[src/rtl/rf_arb_pkg.sv]
// Shared encodings and small helpers for the register-file read-port arbiter.
// Requester codes are kept in 0..2 because the address mux output is undefined for code 3.
package rf_arb_pkg;

  localparam int AW_DEFAULT = 5;

  localparam logic [1:0] SEL_R0 = 2'd0;
  localparam logic [1:0] SEL_R1 = 2'd1;
  localparam logic [1:0] SEL_R2 = 2'd2;

  typedef enum logic {
    ST_IDLE  = 1'b0,
    ST_ISSUE = 1'b1
  } state_e;

  // (a + b) mod 3 for requester codes; an out-of-range a folds back into 0..2.
  function automatic logic [1:0] mod3_add(input logic [1:0] a, input logic [1:0] b);
    logic [2:0] s;
    s = {1'b0, a} + {1'b0, b};
    if (s >= 3'd3) s = s - 3'd3;
    return s[1:0];
  endfunction

  function automatic logic [2:0] sel_onehot(input logic [1:0] s);
    case (s)
      SEL_R0:  return 3'b001;
      SEL_R1:  return 3'b010;
      SEL_R2:  return 3'b100;
      default: return 3'b000;
    endcase
  endfunction

endpackage

[src/rtl/rr_pick3.sv]
// Combinational three-way round-robin picker.
// The search starts at ptr and walks ptr, ptr+1, ptr+2 (mod 3).
module rr_pick3
  import rf_arb_pkg::*;
(
  input  logic [2:0] eligible,
  input  logic [1:0] ptr,
  output logic       any,
  output logic [1:0] idx,
  output logic [2:0] onehot
);

  logic [1:0] cand;

  always_comb begin
    any  = 1'b0;
    idx  = SEL_R0;
    cand = SEL_R0;
    // Walk the order backwards so the candidate closest to ptr is written last and wins.
    for (int k = 2; k >= 0; k--) begin
      cand = mod3_add(ptr, 2'(k));
      if (eligible[cand]) begin
        any = 1'b1;
        idx = cand;
      end
    end
    onehot = sel_onehot(idx) & {3{any}};
  end

endmodule

[src/rtl/rf_port_arbiter.sv]
// Round-robin arbiter sharing one register-file read port between three requesters.
// It presents a registered address/select with a valid flag and pulses a one-cycle grant on acceptance.
module rf_port_arbiter
  import rf_arb_pkg::*;
#(
  parameter int AW = AW_DEFAULT
) (
  input  logic          clk,
  input  logic          reset,
  input  logic [2:0]    req,
  input  logic [AW-1:0] addr0,
  input  logic [AW-1:0] addr1,
  input  logic [AW-1:0] addr2,
  input  logic          port_ready,
  output logic          port_valid,
  output logic [AW-1:0] port_addr,
  output logic [1:0]    sel,
  output logic [2:0]    gnt
);

  state_e        state_q, state_d;
  logic [1:0]    ptr_q, ptr_d;
  logic [1:0]    sel_q, sel_d;
  logic [AW-1:0] addr_q, addr_d;

  logic [2:0]    sel_oh;
  logic [2:0]    eligible;
  logic          fire;
  logic          pick_any;
  logic [1:0]    pick_idx;
  logic [2:0]    pick_oh;
  logic [AW-1:0] pick_addr;
  logic [AW-1:0] addr_arr [3];
  logic [AW-1:0] addr_masked [3];

  assign sel_oh   = sel_onehot(sel_q);
  assign fire     = (state_q == ST_ISSUE) && port_ready;
  // The requester being served this cycle is excluded so it cannot win twice in a row.
  assign eligible = (state_q == ST_ISSUE) ? (req & ~sel_oh) : req;

  rr_pick3 u_pick (
    .eligible (eligible),
    .ptr      (ptr_q),
    .any      (pick_any),
    .idx      (pick_idx),
    .onehot   (pick_oh)
  );

  assign addr_arr[0] = addr0;
  assign addr_arr[1] = addr1;
  assign addr_arr[2] = addr2;

  // Address capture mux in AND-OR form, steered by the picker's winner.
  for (genvar gi = 0; gi < 3; gi++) begin : g_addr_mux
    assign addr_masked[gi] = addr_arr[gi] & {AW{pick_oh[gi]}};
  end
  assign pick_addr = addr_masked[0] | addr_masked[1] | addr_masked[2];

  always_comb begin
    state_d = state_q;
    ptr_d   = ptr_q;
    sel_d   = sel_q;
    addr_d  = addr_q;
    case (state_q)
      ST_IDLE: begin
        if (pick_any) begin
          state_d = ST_ISSUE;
          sel_d   = pick_idx;
          addr_d  = pick_addr;
        end
      end
      ST_ISSUE: begin
        if (port_ready) begin
          ptr_d = mod3_add(sel_q, 2'd1);
          if (pick_any) begin
            sel_d  = pick_idx;
            addr_d = pick_addr;
          end else begin
            state_d = ST_IDLE;
          end
        end
      end
      default: state_d = ST_IDLE;
    endcase
  end

  always_ff @(posedge clk) begin
    if (reset) begin
      state_q <= ST_IDLE;
      ptr_q   <= SEL_R0;
      sel_q   <= SEL_R0;
      addr_q  <= '0;
    end else begin
      state_q <= state_d;
      ptr_q   <= ptr_d;
      sel_q   <= sel_d;
      addr_q  <= addr_d;
    end
  end

  // A grant in a reset cycle would acknowledge a request that reset discards.
  assign gnt        = (fire && !reset) ? sel_oh : 3'b000;
  assign port_valid = (state_q == ST_ISSUE);
  assign sel        = sel_q;
  assign port_addr  = addr_q;

endmodule

[config.mk]
export PLATFORM = sky130hd
export DESIGN_NAME = rf_port_arbiter
export DESIGN_NICKNAME = d
export VERILOG_FILES = /design/src/rtl/rf_arb_pkg.sv /design/src/rtl/rr_pick3.sv /design/src/rtl/rf_port_arbiter.sv
export SDC_FILE = /design/constraint.sdc
export NUM_CORES = 1
export LEC_CHECK = 0
export ABC_AREA = 1
export ABC_CLOCK_PERIOD_IN_PS = 3600
export CAP_MARGIN = 20
export CORE_MARGIN = 1.5
export CORE_UTILIZATION = 46
export CTS_CLUSTER_DIAMETER = 120
export DETAILED_ROUTE_END_ITERATION = 12
export PLACE_DENSITY = 0.84
export SETUP_SLACK_MARGIN = 0.5
export SYNTH_ARGS = -nofsm -noshare
export SYNTH_HDL_FRONTEND = slang
export SYNTH_HIERARCHICAL = 1
export SYNTH_SLANG_ARGS = --single-unit
[constraint.sdc]
create_clock -name clk -period 3.6 [get_ports clk]
set_input_delay 0.72 -clock clk [delete_from_list [all_inputs] [get_ports clk]]
set_output_delay 0.72 -clock clk [all_outputs]
set_load 0.005 [all_outputs]
==> key figures, run 1 <==
Finish
  • P&R area growth vs syn: 44.3%
  • Number of diodes: 0
  • Seq. cell area: roughly 200 µm²
  • Fin nets: 203
  • Commonest non-fill, non-tap cell in the layout: nand2_1
  • Layout cell share with drive strength beyond 1: about a tenth
  • Finished Core Util: between 60% and 70%
  • Commonest non-fill, non-tap cells in the layout: 45 x nand2_1, 31 x clkdlybuf4s50_1, 26 x inv_1
  • Area of the multi-input gates: 507 µm²
  • Filler instances: 152

Job
  • Max-capacitance violation count: 0

Detailed routing
  • Initial DRC count: 17
  • Routed met2 length: around 960 µm
  • WL per Instance: 9.78 µm
  • Highest metal used: met4
  • DR pass1 iterations: 4
  • Total number of vias: between 900 and 1000
  • Final wirelength: 1.96 mm
  • Post-route ant nets: 0
  • DR vias/cell: between 4 and 5
  • Routed met1 length: 908 µm
  • Met3 wire length: approximately 60 µm
  • Number of remaining DRC errors: 0

Pwr
  • Static leakage: roughly 0.6 nW
  • Power Density: between 400 and 500 nW/µm²
  • Power Total: 0.000563 W
  • Max VDD drop: 397 µV

Timing
  • Max Fclk: approximately 0.34 GHz
  • Worst clock skew: 0.00403 ns
  • RSZ-0062 raised after global routing: no
  • Slew Limit Fails: 0
  • TNS Setup: 0 ns
  • Slew @ Worst Pin: 0.406 ns
  • Count of final setup violators: 0
  • Max-slew headroom: roughly 73%
  • Final Hold Vio Count: 0
  • Tmin final: roughly 2.9 ns
  • Crit share post-route: 80.6%

Synthesis
  • Synthesized area: 827 µm²
  • Mapped Cells: between 100 and 150
  • Synthesized area per cell: slightly below 6 µm²
  • Seq/Total Area, Yosys: 24.2%
  • Ys Warns: 6
  • Synth Register Bits: 10
  • Netlist cell types: 18
  • Syn Nets: 168

Global routing
  • Largest net degree at the start of global routing: 12
  • First-pass GRT wire length: 3.26 mm
  • Initial antenna violation count: 0
  • Number of global-route vias before repair: 820
  • Overflow after GRT: 0
  • Total track usage: 21.4%

Die
  • Chip width: 45.4 µm
  • Initial Utilization: 48.4%
  • Row cnt: 15
  • Die area: 2060 µm²
  • Core footprint: between 1500 and 2000 µm²
  • Die H: 45.4 µm
  • IO Pins: 32

Critical path
  • CP max-delay cell: clkdlybuf4s50_1
  • Crit path largest cell delay: 0.51 ns
  • Crit path DAT: 2.18 ns
  • Crit Path Max Fanout: 10
  • Crit end category: output pin
  • Crit path max-delay family: buffers and inverters
  • Crit-path most repeated cell: clkdlybuf4s50_1
  • Crit path buffers/inverters: 3
  • Critical path class: in2out
  • Critical path data required time: roughly 2.9 ns
  • Critical Path Source Type: input pin
  • Crit path cell chain: clkdlybuf4s50_1 -> clkinv_1 -> nand2_1 -> nor2_1 -> clkdlybuf4s50_1

Clocking
  • CTS tree: done
  • Worst-Skew Late Latency: 0.27 ns
  • CTS Hold Bufs: 0
  • Total CTS buffers: 3
  • CTS max path bufs: 2
  • Clk Tree Root Cell: clkbuf_4
  • Post-CTS setup buffers: 0
  • Post-CTS sizing: 0
  • CTS clk-pin slew, worst paths: 0.07 ns
  • Htree depth: 1
  • Clock sink count: 10

Placed design
  • Placer Congestion: 0.833
  • IO buf count: 31
  • Hpwl dp: 1.66 mm

Worst hold path
  • Hold Path Class: reg2reg

Status
  • Status: finished clean
==> logic make-up (layout without fill, tap and decap cells) <==
logic type | Yosys count | after routing | synth area share [%]
and+or+nand+nor | 86 | 86 | 45.5
AOI/OAI and AO/OA | 9 | 9 | 6.66
adders and majority gates | 6 | 6 | 9.08
DFF | 10 | 10 | 24.2
buffers and inverters | 30 | 64 | 14.5
==> Yosys cell counts, drive strengths merged <==
| master | count | area (µm²) |
|---|---|---|
| ha | 6 | 75.1 |
| o21ai | 4 | 20.0 |
| a21boi | 3 | 22.5 |
| nor2 | 22 | 95.1 |
| buf | 1 | 11.3 |
| o211ai | 1 | 7.51 |
| nand2 | 49 | 194 |
| nand3 | 14 | 80.1 |
| clkinv | 1 | 3.75 |
| dfxtp | 10 | 200 |
| inv | 28 | 105 |
| nand3b | 1 | 7.51 |
| a21oi | 1 | 5.00 |
==> registers in the layout, indices dropped and copies added, names as in the netlist <==
| signal | flops |
|---|---|
| port_addr | 5 |
| ptr_q | 2 |
| sel | 2 |
| port_valid | 1 |
==> per-stage QoR <==
step                instance area [µm²]  cells  hold slack [ns]  setup WS [ns]
floorplan                           827    141            0.482           1.51
global placement                   1160    196            0.501          0.738
detailed placement                 1160    196            0.513          0.705
CTS                                1190    200            0.523          0.705
global route                       1190    200            0.549          0.594
finish                             1190    200            0.519          0.697
==> area by class of cell <==
class	instances	share of cell area (%)
clock buffers	4	3.04
inverters	29	9.12
multi-input cells	101	42.5
flip-flops and latches	10	16.8
well taps	25	2.62
repair buffers	31	26.0
==> final timing paths <==
kind / start / endpoint / slack [ns] / cells after the start
setup / recovery: reset / gnt[0] / 0.70 / 5
hold / removal: ptr_q[1] / ptr_q[1] / 0.52 / 2
setup reg to reg: sel[1] / port_addr[4] / 1.23 / 15
hold reg to reg: ptr_q[1] / ptr_q[1] / 0.52 / 2
==> worst reg2reg max path, cell delays in order, from the launching register on <==
cell and delay, ns:
dfxtp_1 0.39, inv_1 0.08, ha_1 0.20, a21boi_0 0.35, inv_1 0.11, nand2_1 0.10, nand3_1 0.10, nand2_1 0.07
nor2_1 0.04, nand2_1 0.15, nand2_1 0.07, nor2_1 0.26, nand2_1 0.09, nand3_1 0.11, nor2_1 0.06, nor2_2 0.11
==> power breakdown <==
group	switching, W	total [W]	internal (W)	leakage, nW
logic	0.000166	0.000304	0.000139	0.493
clock network	0.0000396	0.000101	0.0000615	0.0210
registers	0.0000196	0.000157	0.000138	0.0829
==> layer usage <==
| metal | vias up | track usage (%) |
|---|---|---|
| li1 | 490 | - |
| met5 | - | 0 |
| met1 | 390 | 28.9 |
| met4 | 0 | 8.82 |
| met3 | 5 | 1.59 |
| met2 | 16 | 34.9 |
Power figures use the tool's default switching activity.
==> inputs of run 2 (changes only) <==
--- a/config.mk
+++ b/config.mk
@@ -6,13 +6,13 @@
 export NUM_CORES = 1
 export LEC_CHECK = 0
 export ABC_AREA = 1
-export ABC_CLOCK_PERIOD_IN_PS = 3600
+export ABC_CLOCK_PERIOD_IN_PS = 2500
 export CAP_MARGIN = 20
 export CORE_MARGIN = 1.5
-export CORE_UTILIZATION = 46
+export CORE_UTILIZATION = 39
 export CTS_CLUSTER_DIAMETER = 120
 export DETAILED_ROUTE_END_ITERATION = 12
-export PLACE_DENSITY = 0.84
+export PLACE_DENSITY = 0.75
 export SETUP_SLACK_MARGIN = 0.5
 export SYNTH_ARGS = -nofsm -noshare
 export SYNTH_HDL_FRONTEND = slang
==> constraint.sdc (replaced) <==
create_clock -name clk -period 2.5 [get_ports clk]
set_input_delay 0.5 -clock clk [delete_from_list [all_inputs] [get_ports clk]]
set_output_delay 0.5 -clock clk [all_outputs]
set_load 0.005 [all_outputs]
==> run 2 against run 1 <==
Compared with the run above:
- register-to-register slack got worse by 0.59 ns
- via count up 6.7%
- final cell count up 4.5%
- clock skew fell by 0.0034 ns
- utilization increased by 0.88 points
- hold slack got worse by 0.020 ns
- clock power grew 43%
- clock-buffer cell count stayed put
- setup slack got worse by 0.14 ns
- global-route usage shrank 2.3 points
- first-iteration DRC count fell by 18%
- routed wire length grew 17%
- critical endpoint is now gnt[2]
==> key figures, run 2 (synthesis gave the netlist of run 1 again) <==
Worst hold path
  • Hold Path Class: reg2reg

Die
  • Die area: 2410 µm² (+17%)
  • Row cnt: 16 (+1)
  • Initial Utilization: 41.7% (-6.7 points)
  • Chip width: 49.1 µm (+8.0%)
  • IO Pins: 32 (unchanged)
  • Core footprint: 1980 µm² (+16%)
  • Die H: 49.1 µm (+8.0%)

Finish
  • Area of the multi-input gates: 644 µm² (+27%)
  • Number of flip-flops in the largest register: 5 (unchanged)
  • Commonest non-fill, non-tap cell in the layout: nand2_1
  • Filler instances: 166 (+9.2%)
  • Number of diodes: 0 (unchanged)
  • Fin nets: 210 (+3.4%)
  • Commonest non-fill, non-tap cells in the layout: 38 x nand2_1, 25 x clkdlybuf4s50_1, 24 x inv_1
  • P&R area growth vs syn: 69.6%
  • Seq. cell area: 206 µm² (+3.1%)
  • Layout cell share with drive strength beyond 1: 31.9% (+22 points)

Clocking
  • Worst-Skew Late Latency: 0.26 ns (about the same)
  • Htree depth: 1 (unchanged)
  • Total CTS buffers: 3 (unchanged)
  • Clk Tree Root Cell: clkbuf_4
  • CTS max path bufs: 2 (unchanged)
  • CTS tree: done
  • CTS clk-pin slew, worst paths: 0.07 ns (about the same)
  • Clock sink count: 10 (unchanged)

Detailed routing
  • DR pass1 iterations: 4 (unchanged)
  • DR vias/cell: 4.60 (+2.1%)
  • WL per Instance: 11.0 µm (+12%)
  • Met3 wire length: 107 µm (+81%)
  • Initial DRC count: 14 (-3)
  • Routed met1 length: 944 µm (+4.0%)
  • Total number of vias: 961 (+6.7%)
  • Routed met2 length: 1.25 mm (+30%)
  • Post-route ant nets: 0 (unchanged)
  • Highest metal used: met3
  • Number of remaining DRC errors: 0 (unchanged)
  • Final wirelength: 2.30 mm (+17%)

Critical path
  • Crit Path Max Fanout: 4 (-6)
  • Crit path DAT: 1.44 ns (-0.74 ns)
  • Critical Path Source Type: input pin
  • Critical path data required time: 2.00 ns (-0.88 ns)
  • Crit end category: output pin
  • Critical path class: in2out

Global routing
  • Overflow after GRT: 0 (unchanged)
  • Initial antenna violation count: 0 (unchanged)
  • Total track usage: 19.1% (-2.3 points)
  • Largest net degree at the start of global routing: 12 (unchanged)
  • First-pass GRT wire length: 3.63 mm (+11%)
  • Number of global-route vias before repair: 906 (+10%)

Timing
  • Count of final setup violators: 0 (unchanged)
  • Max-slew headroom: 81.7% (+9.0 points)
  • RSZ-0062 raised after global routing: yes
  • Slew Limit Fails: 0 (unchanged)
  • Worst clock skew: 0.000596 ns (-0.00344 ns)
  • Slew @ Worst Pin: 0.275 ns (-0.131 ns)
  • Tmin final: 1.94 ns
  • TNS Setup: 0 ns (unchanged)
  • Max Fclk: between 0.5 and 0.6 GHz
  • Crit share post-route: between 70% and 80%
  • Worst setup margin: 0.559 ns (-0.138 ns)
  • Final Hold Vio Count: 0 (unchanged)

Placed design
  • IO buf count: 31 (unchanged)
  • Hpwl dp: 1.66 mm (+0.35%)
  • Placer Congestion: 0.819 (-1.7%)
  • Dpl ws: 0.0712 ns (-0.634 ns)

Pwr
  • Power Density: 665 nW/µm² (+41%)
  • Max VDD drop: 478 µV (+20%)
  • Static leakage: 0.677 nW (+13%)

Job
  • Max-capacitance violation count: 0 (unchanged)

Status
  • Status: finished clean
==> run 2: final timing paths <==
check,startpoint,endpoint,slack [ns],cells past startpoint
worst min-delay path,sel[1],sel[1],0.50,2
worst min register to register,sel[1],sel[1],0.50,2
worst max register to register,ptr_q[0],port_addr[1],0.64,14
worst max-delay path,reset,gnt[2],0.56,5
==> run 2: per-stage QoR <==
step	util, %	instance area, µm²	hold slack (ns)	total power [W]	instances
after floorplan	-	827	0.482	0.000511	141
after global placement	60.0	1190	0.509	0.000668	202
after detailed placement	60.0	1190	0.511	0.000680	202
after CTS	63.8	1260	0.520	0.000850	209
after global routing	70.8	1400	0.526	0.00102	209
final	70.8	1400	0.499	0.000933	209
==> run 2: power breakdown <==
group	internal (W)	switching [W]	total (W)
Combinational	0.000258	0.000296	0.000555
Sequential	0.000202	0.0000327	0.000234
Clock	0.0000884	0.0000558	0.000144
Total	0.000548	0.000385	0.000933
==> run 2: timing repair <==
action                     CTS  global route
gates resized for setup     16            40
pin swaps                    0            24
hold buffers                 0             0
setup buffers                3             0
setup endpoints to repair    8             8
==> run 2: metal layers <==
metal / vias to the layer above / GRT usage [%]
met5: - / 0
met4: 0 / 5.24
met3: 0 / 3.68
met2: 29 / 36.1
met1: 429 / 21.4
li1: 503 / -
==> run 2: worst max-delay path, stage by stage <==
cell and delay, ns:
clkdlybuf4s50_1 0.49, clkinv_1 0.10, nand2_2 0.10, nor2_1 0.05, clkdlybuf4s15_2 0.20
==> run 2: final cells by class <==
| cell class | instances | share of cell area [%] |
|---|---|---|
| sequential | 10 | 14.7 |
| inverter | 29 | 7.76 |
| timing repair buffer | 38 | 26.6 |
| tap | 27 | 2.41 |
| clock buffer | 4 | 2.59 |
| multi-input combinational | 101 | 45.9 |
==> inputs of run 3 (changes only) <==
--- a/config.mk
+++ b/config.mk
@@ -6,7 +6,7 @@
 export NUM_CORES = 1
 export LEC_CHECK = 0
 export ABC_AREA = 1
-export ABC_CLOCK_PERIOD_IN_PS = 2500
+export ABC_CLOCK_PERIOD_IN_PS = 1600
 export CAP_MARGIN = 20
 export CORE_MARGIN = 1.5
 export CORE_UTILIZATION = 39
==> constraint.sdc (replaced) <==
create_clock -name clk -period 1.6 [get_ports clk]
set_input_delay 0.32 -clock clk [delete_from_list [all_inputs] [get_ports clk]]
set_output_delay 0.32 -clock clk [all_outputs]
set_load 0.005 [all_outputs]
==> run 3 against run 2 <==
Compared with the run above:
- global-route usage grew 2.0 points
- hold slack lost 0.043 ns
- setup slack lost 0.81 ns
- die area is the same
- combinational power grew 77%
- sequential share of layout area shrank 0.093 points
- the flow now finishes with violations (setup timing)
- power grew 72%
- critical path depth grew 9
- final area grew 8.6%
- critical path type is now reg2reg
==> key figures, run 3 (synthesis gave the netlist of run 1 again) <==
Pwr
  • Max VDD drop: 778 µV (+63%)
  • Static leakage: 0.775 nW (+14%)
  • Sequential power share: 24.2% (-0.9 points)
  • Combinational Power Share: 61.0% (+1.6 points)
  • Psw: 0.000692 W (+80%)
  • Power Density: 1060 nW/µm² (+59%)
  • Cell Int Power: 0.000915 W (+67%)
  • Power Total: 0.00161 W (+72%)
  • Sw frac: 43.1% (+1.8 points)
  • Clock network fraction of total power: 14.7% (-0.7 points)

Timing
  • Worst setup margin: -0.252 ns (-0.812 ns)
  • Count of final setup violators: 8 (+8)
  • TNS Setup: -1.56 ns (-1.56 ns)
  • Worst clock skew: 0.00998 ns (+0.00939 ns)
  • Slew @ Worst Pin: 0.205 ns (-0.0699 ns)
  • Tmin final: 1.85 ns
  • Final Hold Vio Count: 0 (unchanged)
  • Crit share post-route: 116%
  • Max-slew headroom: 86.3% (+4.6 points)
  • RSZ-0062 raised after global routing: yes
  • Slew Limit Fails: 0 (unchanged)
  • Max Fclk: 0.540 GHz

Critical path
  • Critical Path Source Type: register
  • Critical path data required time: 1.81 ns (-0.19 ns)
  • R2r worst-path depth: 14 (unchanged)
  • Crit end category: register
  • Reg-to-Reg End: port_addr[1]
  • Crit path DAT: 2.06 ns (+0.62 ns)
  • RR Startpoint: sel[1]
  • FF-to-FF setup slack: -0.25 ns (-0.89 ns)
  • Critical path class: reg2reg
  • Crit Path Max Fanout: 5 (+1)

Placed design
  • Placer Congestion: 0.842 (+2.8%)
  • Hpwl dp: 1.78 mm (+6.9%)
  • Dpl ws: -0.516 ns (-0.587 ns)
  • IO buf count: 31 (unchanged)
  • Post-DP Area: 1300 µm² (+9.4%)

Status
  • Failing checks: setup timing
  • Status: complete, but fails checks

Global routing
  • Total track usage: 21.0% (+2.0 points)
  • Largest net degree at the start of global routing: 12 (unchanged)
  • First-pass GRT wire length: 3.99 mm (+9.9%)
  • Initial antenna violation count: 0 (unchanged)
  • Overflow after GRT: 0 (unchanged)
  • Number of global-route vias before repair: 964 (+6.4%)

Finish
  • Finished Core Util: 76.8% (+6.1 points)
  • Area of the multi-input gates: 682 µm² (+5.8%)
  • Fin nets: 223 (+6.2%)
  • Commonest non-fill, non-tap cells in the layout: 37 x nand2_1, 20 x inv_1, 18 x clkdlybuf4s50_1
  • Seq. cell area: 223 µm² (+7.9%)
  • Number of diodes: 0 (unchanged)
  • Layout cell share with drive strength beyond 1: 49.7% (+18 points)
  • Post-route cell area: 1520 µm² (+8.6%)
  • Number of flip-flops in the largest register: 5 (unchanged)
  • Commonest non-fill, non-tap cell in the layout: nand2_1
  • Filler instances: 131 (-21%)
  • P&R area growth vs syn: 84.1%

Detailed routing
  • WL per Instance: 12.4 µm (+12%)
  • Number of remaining DRC errors: 0 (unchanged)
  • Post-route ant nets: 0 (unchanged)
  • Total number of vias: 1048 (+9.1%)
  • Initial DRC count: 20 (+6)
  • DR vias/cell: 4.72 (+2.7%)
  • Final wirelength: 2.74 mm (+19%)
  • DR pass1 iterations: 4 (unchanged)

Clocking
  • CTS tree: done
  • CTS clk-pin slew, worst paths: 0.08 ns (about the same)
  • Clk Tree Root Cell: clkbuf_4
  • CTS max path bufs: 2 (unchanged)
  • Htree depth: 1 (unchanged)
  • CTS Hold Bufs: 0 (unchanged)
  • Worst-Skew Late Latency: 0.27 ns (about the same)
  • Clock sink count: 10 (unchanged)
  • Total CTS buffers: 3 (unchanged)

Worst hold path
  • Worst hold stages: 3 (+1)
  • Hold Path Class: in2reg
  • WHS Endpoint: port_valid
  • Hold path startpoint: reset

Die
  • Row cnt: 16 (unchanged)
  • Die H: 49.1 µm (unchanged)
  • Core footprint: 1980 µm² (unchanged)
  • Initial Utilization: 41.7% (unchanged)
  • Chip width: 49.1 µm (unchanged)
  • Die area: 2410 µm² (unchanged)
  • IO Pins: 32 (unchanged)

Job
  • Max-capacitance violation count: 0 (unchanged)
## run 3: power by group through the flow
stage          Clock [W]  Combinational (W)  Sequential [W]
3_5_place_dp           0           0.000795        0.000370
2_1_floorplan          0           0.000474        0.000369
6_report        0.000237           0.000981        0.000389
4_1_cts         0.000238           0.000865        0.000386
3_3_place_gp           0           0.000774        0.000369
5_1_grt         0.000254            0.00108        0.000396
## run 3: layout make-up
class / instances / area share [%]
repair buffers: 51 / 28.3
multi-input cells: 101 / 44.8
well taps: 27 / 2.22
inverters: 29 / 7.72
clock buffers: 4 / 2.38
flip-flops and latches: 10 / 14.6
## run 3: how the worst max path moves through the flow
stage	slack, ns	cells after the start	from	end
floorplan	-0.09	15	sel[1]	port_addr[0]
global placement	-0.44	12	req[1]	port_addr[2]
detailed placement	-0.52	14	req[1]	port_addr[2]
CTS	-0.15	12	sel[0]	port_addr[2]
global route	-0.41	14	sel[1]	port_addr[1]
finish	-0.25	14	sel[1]	port_addr[1]
## run 3: layer usage
layer / vias up / global-route usage, % / part of all wire (%)
li1: 534 / - / -
met1: 468 / 25.0 / 41
met2: 35 / 38.4 / 53
met3: 11 / 3.37 / 3.9
met4: 0 / 6.67 / 2.2
met5: - / 0 / 0
## run 3: timing repair
item | in CTS | in global routing
gates cloned | 0 | 0
setup buffers | 2 | 5
gates resized for setup | 73 | 29
setup endpoints to repair | 19 | 16
pin swaps | 18 | 12
## run 3: critical path, cell delays in order (launching register included)
cell and delay (ns):
dfxtp_4 0.39, inv_4 0.05, ha_4 0.17, a21boi_4 0.18
buf_4 0.14, nand2_1 0.04, o21ai_0 0.09, o21ai_1 0.10
nand2_1 0.12, nand2_2 0.07, nor2_4 0.16, nand2_2 0.06
nand3_2 0.08, nor2_2 0.04, nor2_2 0.11
## run 3: stage by stage
stage	std cells	hold slack [ns]
global route	222	0.478
global placement	211	0.524
detailed placement	211	0.526
CTS	217	0.457
floorplan	141	0.389
finish	222	0.456
